## src/rtl/moore_seq_tx.sv

```systemverilog
// moore_seq_tx -- serial frame transmitter feeding a 1101 Moore detector.
//
// Each accepted payload is sent on x1_out as: preamble 1,1,0,1, then the
// payload MSB first, then two guard zeros. A zero is stuffed whenever the
// last three line bits are 1,1,0 and payload bits remain. This keeps 1101
// confined to the preamble, so the detector fires exactly once per frame.
//
// Ports
//   clk        : system clock, rising edge
//   rst        : asynchronous active-low reset
//   tx_valid   : payload offer from upstream
//   tx_data    : payload word, captured on acceptance
//   tx_ready   : high exactly when the transmitter is idle
//   x1_out     : registered serial line bit
//   busy       : registered, high for every bit of a frame
//   stuff      : registered, high while x1_out carries a stuffed zero
//   frame_done : registered pulse during the second guard cycle
module moore_seq_tx #(
  parameter int DATA_W = 8
) (
  input  logic              clk,
  input  logic              rst,
  input  logic              tx_valid,
  input  logic [DATA_W-1:0] tx_data,
  output logic              tx_ready,
  output logic              x1_out,
  output logic              busy,
  output logic              stuff,
  output logic              frame_done
);

  typedef enum logic [2:0] {
    ST_IDLE  = 3'd0,
    ST_PRE   = 3'd1,
    ST_DATA  = 3'd2,
    ST_STUFF = 3'd3,
    ST_GUARD = 3'd4
  } state_t;

  localparam int CNT_W = 6;
  localparam logic [CNT_W-1:0] LAST_BIT = CNT_W'(DATA_W);

  state_t            state_q, state_d;
  logic [CNT_W-1:0]  cnt_q, cnt_d;
  logic [2:0]        hist_q, hist_d;
  logic [DATA_W-1:0] data_q, data_d;
  logic              x1_q, x1_d;
  logic              busy_q, busy_d;
  logic              stuff_q, stuff_d;
  logic              done_q, done_d;

  // Preamble bit by position; position 0 is sent first.
  function automatic logic pre_bit(input logic [1:0] idx);
    logic b;
    case (idx)
      2'd0:    b = 1'b1;
      2'd1:    b = 1'b1;
      2'd2:    b = 1'b0;
      2'd3:    b = 1'b1;
      default: b = 1'b0;
    endcase
    return b;
  endfunction

  // Next state and the next line bit. Outputs are computed one cycle ahead,
  // so every output flop holds the bit belonging to the current state.
  // cnt meaning: PRE = next preamble index, DATA = payload bits already
  // sent, GUARD = guard cycles already sent minus one.
  always_comb begin
    state_d = state_q;
    cnt_d   = cnt_q;
    data_d  = data_q;
    x1_d    = 1'b0;
    busy_d  = 1'b0;
    stuff_d = 1'b0;
    done_d  = 1'b0;
    case (state_q)
      ST_IDLE: begin
        if (tx_valid) begin
          state_d = ST_PRE;
          cnt_d   = 6'd1;
          data_d  = tx_data;
          x1_d    = pre_bit(2'd0);
          busy_d  = 1'b1;
        end else begin
          state_d = ST_IDLE;
        end
      end
      ST_PRE: begin
        busy_d = 1'b1;
        if (cnt_q == 6'd4) begin
          state_d = ST_DATA;
          x1_d    = data_q[DATA_W-1];
          data_d  = data_q << 1'd1;
          cnt_d   = 6'd1;
        end else begin
          x1_d  = pre_bit(cnt_q[1:0]);
          cnt_d = cnt_q + 6'd1;
        end
      end
      ST_DATA: begin
        busy_d = 1'b1;
        if (cnt_q == LAST_BIT) begin
          // Last payload bit already on the line: no stuffing check.
          state_d = ST_GUARD;
          cnt_d   = 6'd0;
        end else if (hist_q == 3'b110) begin
          state_d = ST_STUFF;
          stuff_d = 1'b1;
        end else begin
          x1_d   = data_q[DATA_W-1];
          data_d = data_q << 1'd1;
          cnt_d  = cnt_q + 6'd1;
        end
      end
      ST_STUFF: begin
        // After a stuffed zero the history ends in 0,0, so no second stuff.
        busy_d  = 1'b1;
        state_d = ST_DATA;
        x1_d    = data_q[DATA_W-1];
        data_d  = data_q << 1'd1;
        cnt_d   = cnt_q + 6'd1;
      end
      ST_GUARD: begin
        if (cnt_q == 6'd0) begin
          busy_d = 1'b1;
          done_d = 1'b1;
          cnt_d  = 6'd1;
        end else begin
          state_d = ST_IDLE;
          cnt_d   = 6'd0;
        end
      end
      default: begin
        state_d = ST_IDLE;
        cnt_d   = 6'd0;
      end
    endcase

    // History tracks every bit put on the line during a frame.
    if (busy_d) begin
      hist_d = {hist_q[1:0], x1_d};
    end else begin
      hist_d = hist_q;
    end
  end

  // State and registered outputs; reset discards any frame in progress.
  always_ff @(posedge clk or negedge rst) begin
    if (!rst) begin
      state_q <= ST_IDLE;
      cnt_q   <= 6'd0;
      hist_q  <= 3'b000;
      data_q  <= '0;
      x1_q    <= 1'b0;
      busy_q  <= 1'b0;
      stuff_q <= 1'b0;
      done_q  <= 1'b0;
    end else begin
      state_q <= state_d;
      cnt_q   <= cnt_d;
      hist_q  <= hist_d;
      data_q  <= data_d;
      x1_q    <= x1_d;
      busy_q  <= busy_d;
      stuff_q <= stuff_d;
      done_q  <= done_d;
    end
  end

  assign tx_ready   = (state_q == ST_IDLE);
  assign x1_out     = x1_q;
  assign busy       = busy_q;
  assign stuff      = stuff_q;
  assign frame_done = done_q;

endmodule

```

## config.mk

```make
export PLATFORM = sky130hd
export DESIGN_NAME = moore_seq_tx
export DESIGN_NICKNAME = d
export VERILOG_FILES = /design/src/rtl/moore_seq_tx.sv
export SDC_FILE = /design/constraint.sdc
export NUM_CORES = 1
export LEC_CHECK = 0
export CORE_MARGIN = 1.5
export CORE_UTILIZATION = 30
export DETAILED_ROUTE_END_ITERATION = 7
export PLACE_DENSITY = 0.55
export SLEW_MARGIN = 10
export SYNTH_ARGS = -nofsm -noshare
export SYNTH_HDL_FRONTEND = slang
export SYNTH_SLANG_ARGS = --single-unit
```

## constraint.sdc

```tcl
create_clock -name clk -period 3.07 [get_ports clk]
set_input_delay 0.921 -clock clk [delete_from_list [all_inputs] [get_ports clk]]
set_output_delay 0.921 -clock clk [all_outputs]
set_load 0.02 [all_outputs]
```

==> flow_metrics.py, run 1 <==
metrics = {
    "synth": {
        "yosys.area_share.adder_pct": 2.75,
        "synth_top_family_by_area": "simple AND/OR/NAND/NOR gates",
        "synth_warnings": 0,
        "yosys.area_share.simple_pct": 19.6,
        "synth_nets": 139,
        "yosysSeqAreaShare_pct": 44.0,
        "synth_area_leader_cell": "dfrtp_1",
        "avgSynthCellArea_um2": 10.9,
        "synthArstFlopShare_pct": 100,
        "ys_types": 43,
        "synth-xor-area-share_pct": 0,
        "synth.area.top_cells": "dfrtp_1, mux2_2, ha_1",
        "synth_compound_area_share_pct": 16.1,
        "netlist_area_mm2": 0.00137,
        "synthMuxAreaShare_pct": 13.1,
        "synth_ff_type": "dfrtp_1",
        "synth.ff_latch_count": 24,
        "synth_top_cell_area_share_pct": 44.0,
        "synthCells": 125,
        "synth-edff-count": 0,
    },
    "placement": {
        "postPlaceCellArea_mm2": 0.00157,
        "pre_cts_slack_ps": 389,
        "gp_congestion": 0.735,
        "hpwl_um": 2010,
        "port_buffers": 15,
    },
    "sta": {
        "slew_headroom_pct": 44.4,
        "finalMaxSlewViolations": 0,
        "hold_viol_final": 0,
        "fmax_ghz": 0.372,
        "rsz0062_at_grt": "no",
        "layout_min_cycle_time_ps": 2690,
        "skew_ps": 7.18,
        "setup_viol": 0,
        "setup_ws_ps": 382,
        "tightest_slew_ps": 832,
        "fin_crit_sh_pct": 87.6,
        "tns_ps": 0,
    },
    "route": {
        "vias": 1043,
        "met1_length_um": 1330,
        "drt-wirelength-per-cell_um": 14.6,
        "top_layer_used": "met4",
        "drtIter0Drc": 68,
        "dr_wl_met2_um": 1270,
        "finalWirelength_um": 2810,
        "firstDrtPassIters": 4,
        "routed_via_density": 5.40,
        "wl_met3_um": 179,
        "remaining_drc_errors": 0,
        "ant_nets": 0,
    },
    "run_status": {
        "status": "finished clean",
    },
    "cells_and_area": {
        "postLayoutCellArea_mm2": 0.00164,
        "synthToLayoutAreaGrowth_pct": 19.9,
        "drive_gt1_share_pct": 22.0,
        "n_antenna_cell": 0,
        "layout.nets": 156,
    },
    "floorplan": {
        "fp.dieW_um": 70.5,
        "num_io_pins": 16,
        "coreArea_mm2": 0.00435,
        "start_util_pct": 31.4,
        "row_count": 24,
        "dieArea_mm2": 0.00496,
        "die_height_um": 70.5,
    },
    "worst_setup_path": {
        "cp.arrival_ps": 1770,
        "crit_type": "flop to output pin",
        "worstSetupEndpointType": "output pin",
        "required_ps": 2150,
        "worstSetupStartpointType": "flop",
        "worstPathMaxFanout": 14,
    },
    "global_route": {
        "antenna_found_initial": 0,
        "grt_pass1_wl_um": 4820,
        "globalRouteTotalUtil_pct": 12.3,
        "grt_max_degree": 25,
        "grt-ovfl-total": 0,
        "grt_pass1_vias": 993,
    },
    "min_path": {
        "hold_path_class": "flop to flop",
    },
    "clock_network": {
        "htreeDepth": 1,
        "clk_latency_ps": 270,
        "clock_path_buffers": 2,
        "cts_tree": "yes",
        "postCtsSetupBuffers": 0,
        "cts-resized-gates": 0,
        "cts_num_sinks": 24,
        "clk_pin_slew_ps": 90,
        "hold_buffers": 0,
        "root_buffer": "clkbuf_8",
        "cts_made_buffers": 3,
    },
    "job": {
        "cap_violations": 0,
    },
    "power": {
        "fin_total_pwr_w": 0.00159,
        "leakagePower_nw": 0.708,
        "power.density_mw_per_mm2": 974,
        "peakVddDrop_uv": 381,
    },
}
[metrics by stage]
stage               utilization (%)  hold slack, ps  cells
floorplan                         -             477    125
global placement               35.9             489    189
detailed placement             35.9             503    189
CTS                            37.6             524    193
global route                   37.6             546    193
finish                         37.6             517    193
[path summary, 6_finish.rpt]
| path | cells past startpoint | slack, ps | start | to |
|---|---|---|---|---|
| setup / recovery | 2 | 380 | state_q[2]$_DFFE_PN0P_ | tx_ready |
| hold / removal | 1 | 520 | data_q[5]$_DFFE_PN0P_ | data_q[5]$_DFFE_PN0P_ |
| setup reg to reg | 6 | 730 | cnt_q[0]$_DFFE_PN0P_ | cnt_q[5]$_DFFE_PN0P_ |
| hold reg to reg | 1 | 520 | data_q[5]$_DFFE_PN0P_ | data_q[5]$_DFFE_PN0P_ |
| max in group asynchronous | 2 | 1830 | rst | x1_out$_DFF_PN0_ |
| min in group asynchronous | 2 | 990 | rst | cnt_q[5]$_DFFE_PN0P_ |
[Yosys cell counts, types with 3 or more instances]
cell and number:
dfrtp_1 24, nor3_1 4, inv_1 8, nand2_1 6
mux2_2 15, buf_2 3, o21ai_0 6, a22o_1 3
nand3_1 3, ha_1 3, nor2_1 7, nor3b_1 4
[cell usage in the layout (no fill, tap or decap), types with 2 or more instances in the layout]
| master | instances |
|---|---|
| a311o_1 | 2 |
| or4b_2 | 2 |
| nand2_1 | 6 |
| or3b_2 | 2 |
| dfrtp_1 | 24 |
| mux2_2 | 15 |
| or3_1 | 2 |
| nand3_1 | 3 |
| a31oi_1 | 2 |
| o21ai_0 | 6 |
| or2_2 | 2 |
| clkdlybuf4s50_1 | 15 |
| and3_1 | 2 |
| a22o_1 | 3 |
| inv_1 | 8 |
| nor3b_1 | 4 |
| buf_4 | 2 |
| nor2_1 | 7 |
| nor3_1 | 4 |
| clkbuf_8 | 3 |
| nor2b_1 | 2 |
| ha_1 | 3 |
[routing by layer]
metal  global-route usage (%)  vias to the layer above
met5                        0                        -
met4                     4.27                        0
met3                     4.04                        4
met2                     18.1                       43
met1                     16.7                      505
li1                         -                      491
[registers in the layout (all words and copies together) (netlist names)]
name        flops
data_q          8
cnt_q           6
hist_q          3
state_q         3
busy            1
frame_done      1
stuff           1
x1_out          1
[worst max-delay path, cell delays in order (launching register included)]
cell,delay [ps]
dfrtp_1,560
nor3_1,290
clkdlybuf4s50_1,640
[area by class of cell]
class / count / area [um2]
clock buffers: 3 / 41.3
clock inverters: 1 / 30.0
fillers: 432 / 2720
inverters: 8 / 30.0
multi-input cells: 88 / 704
flip-flops and latches: 24 / 601
well taps: 52 / 65.1
repair buffers: 17 / 165
[power by group]
| part | switching, W | internal [W] |
|---|---|---|
| combinational | 0.000337 | 0.000402 |
| sequential | 0.000132 | 0.000440 |
| clock | 0.000109 | 0.000175 |
[kinds of logic (layout without fill, tap and decap cells)]
| logic type | after synthesis | after routing |
|---|---|---|
| simple gates | 43 | 43 |
| compound gates | 26 | 26 |
| flops | 24 | 24 |
| mux | 16 | 16 |
| buf+inv | 13 | 29 |
| fa+ha+maj | 3 | 3 |
No activity file was read; power rests on OpenSTA's default activity.
==> inputs of run 2 (changes only) <==
CELL_PAD_IN_SITES_DETAIL_PLACEMENT = 1   (was unset)
CELL_PAD_IN_SITES_GLOBAL_PLACEMENT = 1   (was unset)
CTS_CLUSTER_SIZE = 20   (was unset)
PLACE_DENSITY = 0.65   (was 0.55)
==> run 2 against run 1 <==
Sequential power up 0.9%. Critical path depth is the same. Worst setup slack got worse by 56 ps. Final cell count stayed put. Sequential share of layout area did not move. Via count is 0.58% higher. Non-clock buffer count stayed put. Core utilization unchanged. Fmax is 2.1% lower. Clock power about the same. Critical path type unchanged. Largest cell class unchanged.
==> flow_metrics.py, run 2 (synthesized netlist as in run 1, its figures left out) <==
metrics = {
    "cells_and_area": {
        "layout.nets": 156,
        "largest_reg_flops": 8,
        "final_cell_mix": "dfrtp_1, mux2_2, clkdlybuf4s50_1",
        "n_antenna_cell": 0,
        "synthToLayoutAreaGrowth_pct": 19.9,
        "top_register": "data_q",
        "final_common_cell": "dfrtp_1",
        "drive_gt1_share_pct": 22.0,
        "final_cell_count_no_fill": 193,
        "reg_top3": "data_q x8, cnt_q x6",
    },
    "power": {
        "p_switching_w": 0.000601,
        "power.density_mw_per_mm2": 988,
        "internal_power_w": 0.00102,
        "power.share.sequential_pct": 35.7,
        "leakagePower_nw": 0.708,
        "sw_frac_of_total_pct": 37.2,
        "peakVddDrop_uv": 323,
        "clock_power_share_pct": 17.7,
        "pwr-share-comb_pct": 46.7,
    },
    "global_route": {
        "grt_pass1_wl_um": 5830,
        "antenna_found_initial": 0,
        "grt_pass1_vias": 1164,
        "globalRouteTotalUtil_pct": 14.8,
        "grt_max_degree": 25,
        "grt-ovfl-total": 0,
    },
    "sta": {
        "setup_viol": 0,
        "fin_crit_sh_pct": 89.4,
        "finalMaxSlewViolations": 0,
        "layout_min_cycle_time_ps": 2740,
        "slew_headroom_pct": 46.0,
        "tns_ps": 0,
        "hold_viol_final": 0,
        "rsz0062_at_grt": "no",
        "skew_ps": 2.09,
        "fmax_ghz": 0.364,
        "tightest_slew_ps": 809,
    },
    "worst_setup_path": {
        "crit_type": "flop to output pin",
        "path_buf_inv": 1,
        "required_ps": 2150,
        "cpLargestDelayFamily": "buffers and inverters",
        "crit_chain": "nor3_1, clkdlybuf4s50_1",
        "cp.arrival_ps": 1820,
        "cpMaxStageDelayCell": "clkdlybuf4s50_1",
        "cpPeakStageDelay_ps": 650,
        "worstSetupEndpointType": "output pin",
        "worstPathMaxFanout": 14,
        "worstSetupStartpointType": "flop",
    },
    "floorplan": {
        "fp.dieW_um": 70.5,
        "dieArea_mm2": 0.00496,
        "row_count": 24,
        "num_io_pins": 16,
        "coreArea_mm2": 0.00435,
        "die_height_um": 70.5,
        "start_util_pct": 31.4,
    },
    "route": {
        "vias": 1049,
        "firstDrtPassIters": 4,
        "finalWirelength_um": 3250,
        "routed_via_density": 5.44,
        "drt-wirelength-per-cell_um": 16.8,
        "ant_nets": 0,
        "drtIter0Drc": 46,
        "remaining_drc_errors": 0,
    },
    "placement": {
        "hpwl_um": 2370,
        "gp_congestion": 0.781,
        "port_buffers": 15,
        "post-place-cells": 189,
    },
    "clock_network": {
        "cts-resized-gates": 0,
        "cts_tree": "yes",
        "clk_latency_ps": 270,
        "clock_path_buffers": 2,
        "clk_pin_slew_ps": 90,
        "cts_num_sinks": 24,
        "htreeDepth": 1,
        "cts_made_buffers": 3,
        "hold_buffers": 0,
        "root_buffer": "clkbuf_8",
        "postCtsSetupBuffers": 0,
    },
    "min_path": {
        "hold_path_class": "flop to flop",
    },
    "run_status": {
        "status": "finished clean",
    },
    "job": {
        "cap_violations": 0,
    },
}
## run 2: through the flow
step | cell area, um2 | power (W) | util (%) | hold WS, ps | setup WS [ps]
2_1_floorplan | 1370 | 0.00114 | - | 477 | 987
3_3_place_gp | 1570 | 0.00131 | 35.9 | 486 | 411
3_5_place_dp | 1570 | 0.00134 | 35.9 | 497 | 371
4_1_cts | 1640 | 0.00164 | 37.6 | 520 | 341
5_1_grt | 1640 | 0.00175 | 37.6 | 553 | 170
6_report | 1640 | 0.00162 | 37.6 | 515 | 325
## run 2: worst reg2reg max path, stage by stage, from the launching register on
cell and delay [ps]:
dfrtp_1 430, inv_1 120, ha_1 210, nor4b_4 340, a21boi_2 140, a2111oi_4 640
mux2_2 410
## run 2: final cells by class
cell class              count  area, um2
inverters                   8       30.0
clock buffers               3       41.3
repair buffers             17        165
well taps                  52       65.1
flip-flops and latches     24        601
clock inverters             1       30.0
multi-input cells          88        704
fillers                   483       2720
## run 2: power by group through the flow
stage               logic (W)  registers (W)  clock network (W)
floorplan            0.000623       0.000521                  0
global placement     0.000733       0.000573                  0
detailed placement   0.000759       0.000583                  0
CTS                  0.000765       0.000576           0.000295
global route         0.000838       0.000603           0.000311
finish               0.000755       0.000577           0.000286
## run 2: worst paths after layout
check / start / end / slack (ps) / cells past startpoint
min reg2reg: data_q[2]$_DFFE_PN0P_ / data_q[2]$_DFFE_PN0P_ / 510 / 1
min in group asynchronous: rst / cnt_q[3]$_DFFE_PN0P_ / 1010 / 2
max in group asynchronous: rst / data_q[3]$_DFFE_PN0P_ / 1830 / 2
max reg2reg: cnt_q[0]$_DFFE_PN0P_ / data_q[1]$_DFFE_PN0P_ / 670 / 6
max: state_q[2]$_DFFE_PN0P_ / tx_ready / 330 / 2
min: data_q[2]$_DFFE_PN0P_ / data_q[2]$_DFFE_PN0P_ / 510 / 1
## run 2: layer usage
metal / up-vias / share of wire, % / track usage (%)
li1: 494 / - / -
met3: 2 / 4.0 / 3.46
met4: 0 / 0.52 / 2.56
met2: 24 / 49 / 25.3
met1: 529 / 46 / 19.3
met5: - / 0 / 0
